File: src/rtl/d_lock_defs.sv
// Shared definitions for the keypad passcode checker: FSM encoding, sizes, defaults.
// Latency: n/a (constants and a pure function only).
// Backpressure: n/a.
package d_lock_defs;

    localparam int          PW_LEN_DEF     = 4;
    localparam int          CNT_W          = 3;
    localparam int          ERR_W          = 3;
    localparam logic [15:0] DEFAULT_PW_DEF = 16'h1234;
    localparam logic [2:0]  ERR_MAX_DEF    = 3'd7;
    localparam logic [3:0]  KEY_MAX_DIGIT  = 4'd9;

    typedef enum logic [2:0] {
        ST_ENTRY  = 3'd0,
        ST_CHECK  = 3'd1,
        ST_GRANT  = 3'd2,
        ST_DENY   = 3'd3,
        ST_SET    = 3'd4,
        ST_COMMIT = 3'd5
    } state_t;

    // Saturating increment for the wrong-submission counter.
    function automatic logic [ERR_W-1:0] sat_inc(input logic [ERR_W-1:0] val,
                                                  input logic [ERR_W-1:0] max_val);
        return (val >= max_val) ? max_val : val + ERR_W'(1);
    endfunction

endpackage

File: src/rtl/d_digit_buffer.sv
// BCD digit shift buffer with fill count and sticky overflow flag.
// Latency: one cycle from clr/shift strobe to updated outputs.
// Backpressure: none; shifts past PW_LEN digits only set ovf, buffer is kept.
module d_digit_buffer
    import d_lock_defs::*;
#(
    parameter int PW_LEN = PW_LEN_DEF
) (
    input  logic                clk_in,
    input  logic                reset,
    input  logic                clr,
    input  logic                shift_vld,
    input  logic [3:0]          shift_dat,
    output logic [PW_LEN*4-1:0] dig_dat,
    output logic [CNT_W-1:0]    cnt,
    output logic                ovf
);

    logic [PW_LEN*4-1:0] dig_q, dig_d;
    logic [CNT_W-1:0]    cnt_q, cnt_d;
    logic                ovf_q, ovf_d;

    // Clear wins over shift; a full buffer records overflow instead of shifting.
    always_comb begin
        dig_d = dig_q;
        cnt_d = cnt_q;
        ovf_d = ovf_q;
        if (clr) begin
            dig_d = '0;
            cnt_d = '0;
            ovf_d = 1'b0;
        end else if (shift_vld) begin
            if (cnt_q < CNT_W'(PW_LEN)) begin
                dig_d = {dig_q[PW_LEN*4-5:0], shift_dat};
                cnt_d = cnt_q + CNT_W'(1);
            end else begin
                ovf_d = 1'b1;
            end
        end
    end

    // Buffer state registers, synchronous reset.
    always_ff @(posedge clk_in) begin
        if (reset) begin
            dig_q <= '0;
            cnt_q <= '0;
            ovf_q <= 1'b0;
        end else begin
            dig_q <= dig_d;
            cnt_q <= cnt_d;
            ovf_q <= ovf_d;
        end
    end

    assign dig_dat = dig_q;
    assign cnt     = cnt_q;
    assign ovf     = ovf_q;

endmodule

File: src/rtl/d_module_passcheck.sv
// Keypad passcode checker: collects digits, grants/denies, and captures new passcodes.
// Latency: enter->enb_lock 2 cycles; enter->error_counter 2, ->gen_stop 3; set-enter->pw_updated 2.
// Backpressure: none; key strobes are dropped while block_inp or in CHECK/DENY/COMMIT.
module d_module_passcheck
    import d_lock_defs::*;
#(
    parameter int                  PW_LEN     = PW_LEN_DEF,
    parameter logic [PW_LEN*4-1:0] DEFAULT_PW = DEFAULT_PW_DEF,
    parameter logic [ERR_W-1:0]    ERR_MAX    = ERR_MAX_DEF
) (
    input  logic             clk_in,
    input  logic             reset,
    input  logic             key_valid,
    input  logic [3:0]       key_code,
    input  logic             key_enter,
    input  logic             key_clear,
    input  logic             key_set,
    input  logic             block_inp,
    input  logic             enb_set,
    input  logic             idle,
    output logic             enb_lock,
    output logic             gen_stop,
    output logic [ERR_W-1:0] error_counter,
    output logic [CNT_W-1:0] digit_cnt,
    output logic             pw_updated
);

    state_t              state_q, state_d;
    logic                enb_lock_q, enb_lock_d;
    logic                gen_stop_q, gen_stop_d;
    logic                pw_updated_q, pw_updated_d;
    logic [ERR_W-1:0]    err_q, err_d;
    logic [PW_LEN*4-1:0] stored_q, stored_d;

    logic                ent_clr, ent_shift, set_clr, set_shift;
    logic [PW_LEN*4-1:0] ent_dat, set_dat;
    logic [CNT_W-1:0]    ent_cnt, set_cnt;
    logic                ent_ovf, set_ovf;
    logic                digit_ok, ent_match, set_full;

    assign digit_ok  = (key_code <= KEY_MAX_DIGIT);
    assign ent_match = (ent_cnt == CNT_W'(PW_LEN)) && !ent_ovf && (ent_dat == stored_q);
    assign set_full  = (set_cnt == CNT_W'(PW_LEN)) && !set_ovf;

    d_digit_buffer #(.PW_LEN(PW_LEN)) u_entry_buf (
        .clk_in    (clk_in),
        .reset     (reset),
        .clr       (ent_clr),
        .shift_vld (ent_shift),
        .shift_dat (key_code),
        .dig_dat   (ent_dat),
        .cnt       (ent_cnt),
        .ovf       (ent_ovf)
    );

    d_digit_buffer #(.PW_LEN(PW_LEN)) u_set_buf (
        .clk_in    (clk_in),
        .reset     (reset),
        .clr       (set_clr),
        .shift_vld (set_shift),
        .shift_dat (key_code),
        .dig_dat   (set_dat),
        .cnt       (set_cnt),
        .ovf       (set_ovf)
    );

    // Next state and outputs; idle overrides everything, then block_inp, then strobes in priority order.
    always_comb begin
        state_d      = state_q;
        enb_lock_d   = enb_lock_q;
        gen_stop_d   = 1'b0;
        pw_updated_d = 1'b0;
        err_d        = err_q;
        stored_d     = stored_q;
        ent_clr      = 1'b0;
        ent_shift    = 1'b0;
        set_clr      = 1'b0;
        set_shift    = 1'b0;
        if (idle) begin
            state_d    = ST_ENTRY;
            enb_lock_d = 1'b0;
            ent_clr    = 1'b1;
            set_clr    = 1'b1;
        end else begin
            case (state_q)
                ST_ENTRY: begin
                    if (!block_inp) begin
                        if (key_enter) begin
                            state_d = ST_CHECK;
                        end else if (key_clear) begin
                            ent_clr = 1'b1;
                        end else if (key_valid && !key_set && digit_ok) begin
                            ent_shift = 1'b1;
                        end
                    end
                end
                ST_CHECK: begin
                    ent_clr = ent_match;
                    if (ent_match) begin
                        state_d    = ST_GRANT;
                        enb_lock_d = 1'b1;
                        err_d      = '0;
                    end else begin
                        state_d = ST_DENY;
                        err_d   = sat_inc(err_q, ERR_MAX);
                    end
                end
                ST_DENY: begin
                    gen_stop_d = 1'b1;
                    ent_clr    = 1'b1;
                    state_d    = ST_ENTRY;
                end
                ST_GRANT: begin
                    if (!block_inp && !key_enter && !key_clear && key_set && enb_set) begin
                        state_d = ST_SET;
                        set_clr = 1'b1;
                    end
                end
                ST_SET: begin
                    if (!enb_set) begin
                        set_clr = 1'b1;
                        state_d = ST_GRANT;
                    end else if (!block_inp) begin
                        if (key_enter) begin
                            set_clr = !set_full;
                            state_d = set_full ? ST_COMMIT : ST_GRANT;
                        end else if (key_clear) begin
                            set_clr = 1'b1;
                        end else if (key_valid && !key_set && digit_ok) begin
                            set_shift = 1'b1;
                        end
                    end
                end
                ST_COMMIT: begin
                    stored_d     = set_dat;
                    pw_updated_d = 1'b1;
                    set_clr      = 1'b1;
                    state_d      = ST_GRANT;
                end
                default: begin
                    state_d = ST_ENTRY;
                end
            endcase
        end
    end

    // Control and output registers, synchronous reset to the default passcode.
    always_ff @(posedge clk_in) begin
        if (reset) begin
            state_q      <= ST_ENTRY;
            enb_lock_q   <= 1'b0;
            gen_stop_q   <= 1'b0;
            pw_updated_q <= 1'b0;
            err_q        <= '0;
            stored_q     <= DEFAULT_PW;
        end else begin
            state_q      <= state_d;
            enb_lock_q   <= enb_lock_d;
            gen_stop_q   <= gen_stop_d;
            pw_updated_q <= pw_updated_d;
            err_q        <= err_d;
            stored_q     <= stored_d;
        end
    end

    assign enb_lock      = enb_lock_q;
    assign gen_stop      = gen_stop_q;
    assign pw_updated    = pw_updated_q;
    assign error_counter = err_q;
    assign digit_cnt     = (state_q == ST_SET || state_q == ST_COMMIT) ? set_cnt : ent_cnt;

endmodule

File: config.mk
export PLATFORM = sky130hd
export DESIGN_NAME = d_module_passcheck
export DESIGN_NICKNAME = d
export VERILOG_FILES = /design/src/rtl/d_lock_defs.sv /design/src/rtl/d_digit_buffer.sv /design/src/rtl/d_module_passcheck.sv
export SDC_FILE = /design/constraint.sdc
export NUM_CORES = 1
export LEC_CHECK = 0
export BUFFER_PORTS_ARGS = -buffer_cell sky130_fd_sc_hd__buf_2
export CAP_MARGIN = 20
export CORE_ASPECT_RATIO = 1.2
export CORE_MARGIN = 4
export CORE_UTILIZATION = 25
export DETAILED_ROUTE_END_ITERATION = 7
export PLACE_DENSITY = 0.48
export SYNTH_ARGS = -nofsm -noshare
export SYNTH_HDL_FRONTEND = slang
export SYNTH_SLANG_ARGS = --single-unit
File: constraint.sdc
create_clock -name clk_in -period 3.64 [get_ports clk_in]
set_input_delay 0.182 -clock clk_in [delete_from_list [all_inputs] [get_ports clk_in]]
set_output_delay 0.182 -clock clk_in [all_outputs]
set_load 0.1 [all_outputs]
==> impl_metrics.toml <==
[outcome]
run_status = "finished clean"

[min_path]
min_path_type = "in2reg"
holdPathStages = 3
whs_endpoint = "u_set_buf.dig_dat[0]$_SDFFE_PP0P_"
hp-start = "key_code[0]"

[pwr]
cellPowerDensity_mw_per_mm2 = 442.5
irDropWorstVdd_v = 0.0002519
p_total_mw = 1.495
total_leakage_power_nw = 1.169

[logic_synthesis]
yosysWarnings = 0
seq_area_frac_synth = 0.4443
netlist_area_mm2 = 0.002929
ys.flop_type = "dfxtp_1"
synth_edf_count = 0
synth.distinct_cells = 48
synth_area_per_cell_um2 = 8.822
postSynth.asyncResetShare = 0
yosys_register_bits = 65
synth_nets = 351
synthCells = 332

[timing]
period_needed_ps = 2303
relSlewSlack = 0.3032
setup_viol = 0
min_period_over_period = 0.6326
tns_ps = 0
layout_setup_ws_ps = 1337
fmax_mhz = 434.3
hold_viol_final = 0
rsz0062_at_grt = "no"
finClkSkew_ps = 8.121
slew_viol_final = 0
worst-slew-pin-transition_ps = 1045

[cts]
cts_setup_buffers = 0
cts_sinks = 65
htreeDepth = 3
clkTransAtPathRegs_ps = 50
holdBufCountCts = 0
cts_tree = "yes"
clockBufferDepth = 2
cts-root-buf = "clkbuf_16"
cts_resized = 0
worstSkewPairLatency_ps = 330
cts-buffers-inserted = 9

[drt]
wl_um = 6256
num_vias = 2227
wire_per_inst_um = 12.34
first_pass_iters = 4
viasPerCell = 4.393
drc = 0
drt_iter0_drc = 112
ant_nets = 0

[floorplan]
die_h_um = 126.6
dieWidth_um = 106.8
die_area_mm2 = 0.01352
initial_core_util = 0.2544
row_count = 43
io_pins = 22
core-area_mm2 = 0.01151

[cells_and_area]
finalNetCount = 366
instances_no_fill = 507
post-route-util = 0.2935
antenna_cells = 0
areaGrowthSynthToFinish_pct = 15.38
drive_gt1_frac = 0.1514

[setup_path]
setup.worst_path.class = "reg2reg"
slowest_delay_ps = 950
r2r-start = "stored_q[14]$_SDFFE_PP0P_"
crit_start = "stored_q[14]$_SDFFE_PP0P_"
path_delay_family = "compound AO/OA/AOI/OAI gates"
crit_arrival_ps = 2470
rr_worst_depth = 5
worst_r2r_endpoint = "u_entry_buf.dig_dat[2]$_SDFFE_PP0P_"
slowest_stage = "o31ai_4"
r2r_slack_ps = 1340
critPathLaunchType = "flop"
crit_fanout = 20
worstPathRequired_ps = 3810
crit_chain = "xor2_1 -> nor4_1 -> nand3_1 -> o31ai_4 -> nor2_1"
critical_path_buf_inv_count = 0
end_kind = "flop"

[placement]
place_hpwl_um = 4572
dpl.cell_count = 493
pre_cts_ws_ps = 1318
place_congestion = 0.7771
portBuffers = 21

[global_routing]
antenna_found_initial = 0
grt_pass1_wl_um = 10610
grt_pass1_vias = 2162
grt_overflow_total = 0
grt_max_degree = 25
grt_use_total = 0.09960

[run]
maxCapViolCount = 0
[stage by stage]
stage / cell area [um2] / hold slack, ps
3_5_place_dp: 3134 / 445.0
6_report: 3379 / 131.5
3_3_place_gp: 3134 / 442.6
4_1_cts: 3379 / 120.8
5_1_grt: 3379 / 140.9
2_1_floorplan: 2929 / 258.5
[metal layers]
layer | vias up | track usage | part of all wire
met5 | - | 0 | 0
met2 | 24 | 0.1586 | 0.48
li1 | 1149 | - | -
met3 | 8 | 0.02901 | 0.027
met4 | 0 | 0.05192 | 0.018
met1 | 1046 | 0.1215 | 0.48
[sequential cells by signal, indices dropped and copies added, names as in the netlist]
name,cells
u_set_buf.dig_dat,16
state_q,3
error_counter,3
stored_q,16
u_entry_buf.cnt,3
gen_stop,1
u_entry_buf.ovf,1
pw_updated,1
u_set_buf.ovf,1
u_entry_buf.dig_dat,16
enb_lock,1
u_set_buf.cnt,3
[power by group]
group          switching, mW  internal [mW]  leakage, nW
registers            0.00239          0.714        0.524
logic                 0.0325         0.0151        0.526
clock network          0.280          0.452        0.120
[tightest hold or removal path, cell delays in order]
cell and delay (ps):
buf_2 120, nand2_1 50, a21oi_1 60
[Yosys cell counts (all sizes together) (2+ instances only)]
library cell,count,area [um2]
nand2,75,281.5
nor4,7,43.79
nor3b,3,38.79
xor2,16,140.1
ha,6,75.07
xnor2,2,17.52
nand3b,6,45.04
nand3,4,25.02
buf,15,110.1
nor3,3,31.28
nor2,30,140.1
a211oi,3,22.52
inv,4,15.01
dfxtp,65,1301
o21a,5,37.54
mux2i,17,170.2
clkbuf,4,15.01
o21ai,5,25.02
a21oi,38,190.2
or2,2,12.52
nand2b,6,37.54
nor4b,2,32.53
[layout make-up]
type | instances | area, um2
fill | 1253 | 8134
multi-input combinational | 244 | 1501
sequential | 65 | 1301
clock buffer | 13 | 240.2
tap | 157 | 196.4
timing repair buffer | 23 | 120.1
inverter | 4 | 15.01
clock inverter | 1 | 5.005
[cell families (layout without fill, tap and decap cells)]
| logic type | after synthesis | in the layout | share of synthesized area |
|---|---|---|---|
| simple gates | 145 | 145 | 0.2559 |
| flops | 65 | 65 | 0.4443 |
| compound gates | 57 | 57 | 0.1106 |
| buf+inv | 23 | 41 | 0.04784 |
| xor+xnor | 18 | 18 | 0.05382 |
| mux | 18 | 18 | 0.06194 |
| fa+ha+maj | 6 | 6 | 0.02563 |
[cells in the final DEF (no fill, tap or decap), types with 2 or more instances in the layout]
cell        n
xnor2_1     2
o21ai_0     4
dfxtp_1    65
inv_1       4
nand2b_1    6
nor2_2     11
buf_2      21
clkbuf_16   9
xor2_1     16
nand2_1    75
clkbuf_1    4
nor4_1      7
a211oi_1    3
nor2_1     19
a21oi_1    38
nand3b_1    6
o21a_1      5
nand3_1     3
mux2i_1    17
ha_1        6
buf_4       2
[worst max-delay path by stage]
stage | slack [ps] | depth (start not counted) | to
global placement | 1410 | 5 | u_entry_buf.dig_dat[3]$_SDFFE_PP0P_
global route | 1080 | 5 | u_entry_buf.dig_dat[7]$_SDFFE_PP0P_
floorplan | 700 | 4 | digit_cnt[0]
finish | 1340 | 5 | u_entry_buf.dig_dat[2]$_SDFFE_PP0P_
CTS | 1320 | 5 | u_entry_buf.dig_dat[2]$_SDFFE_PP0P_
detailed placement | 1320 | 5 | u_entry_buf.dig_dat[7]$_SDFFE_PP0P_
Note: power is estimated with default switching activity, not from simulation.
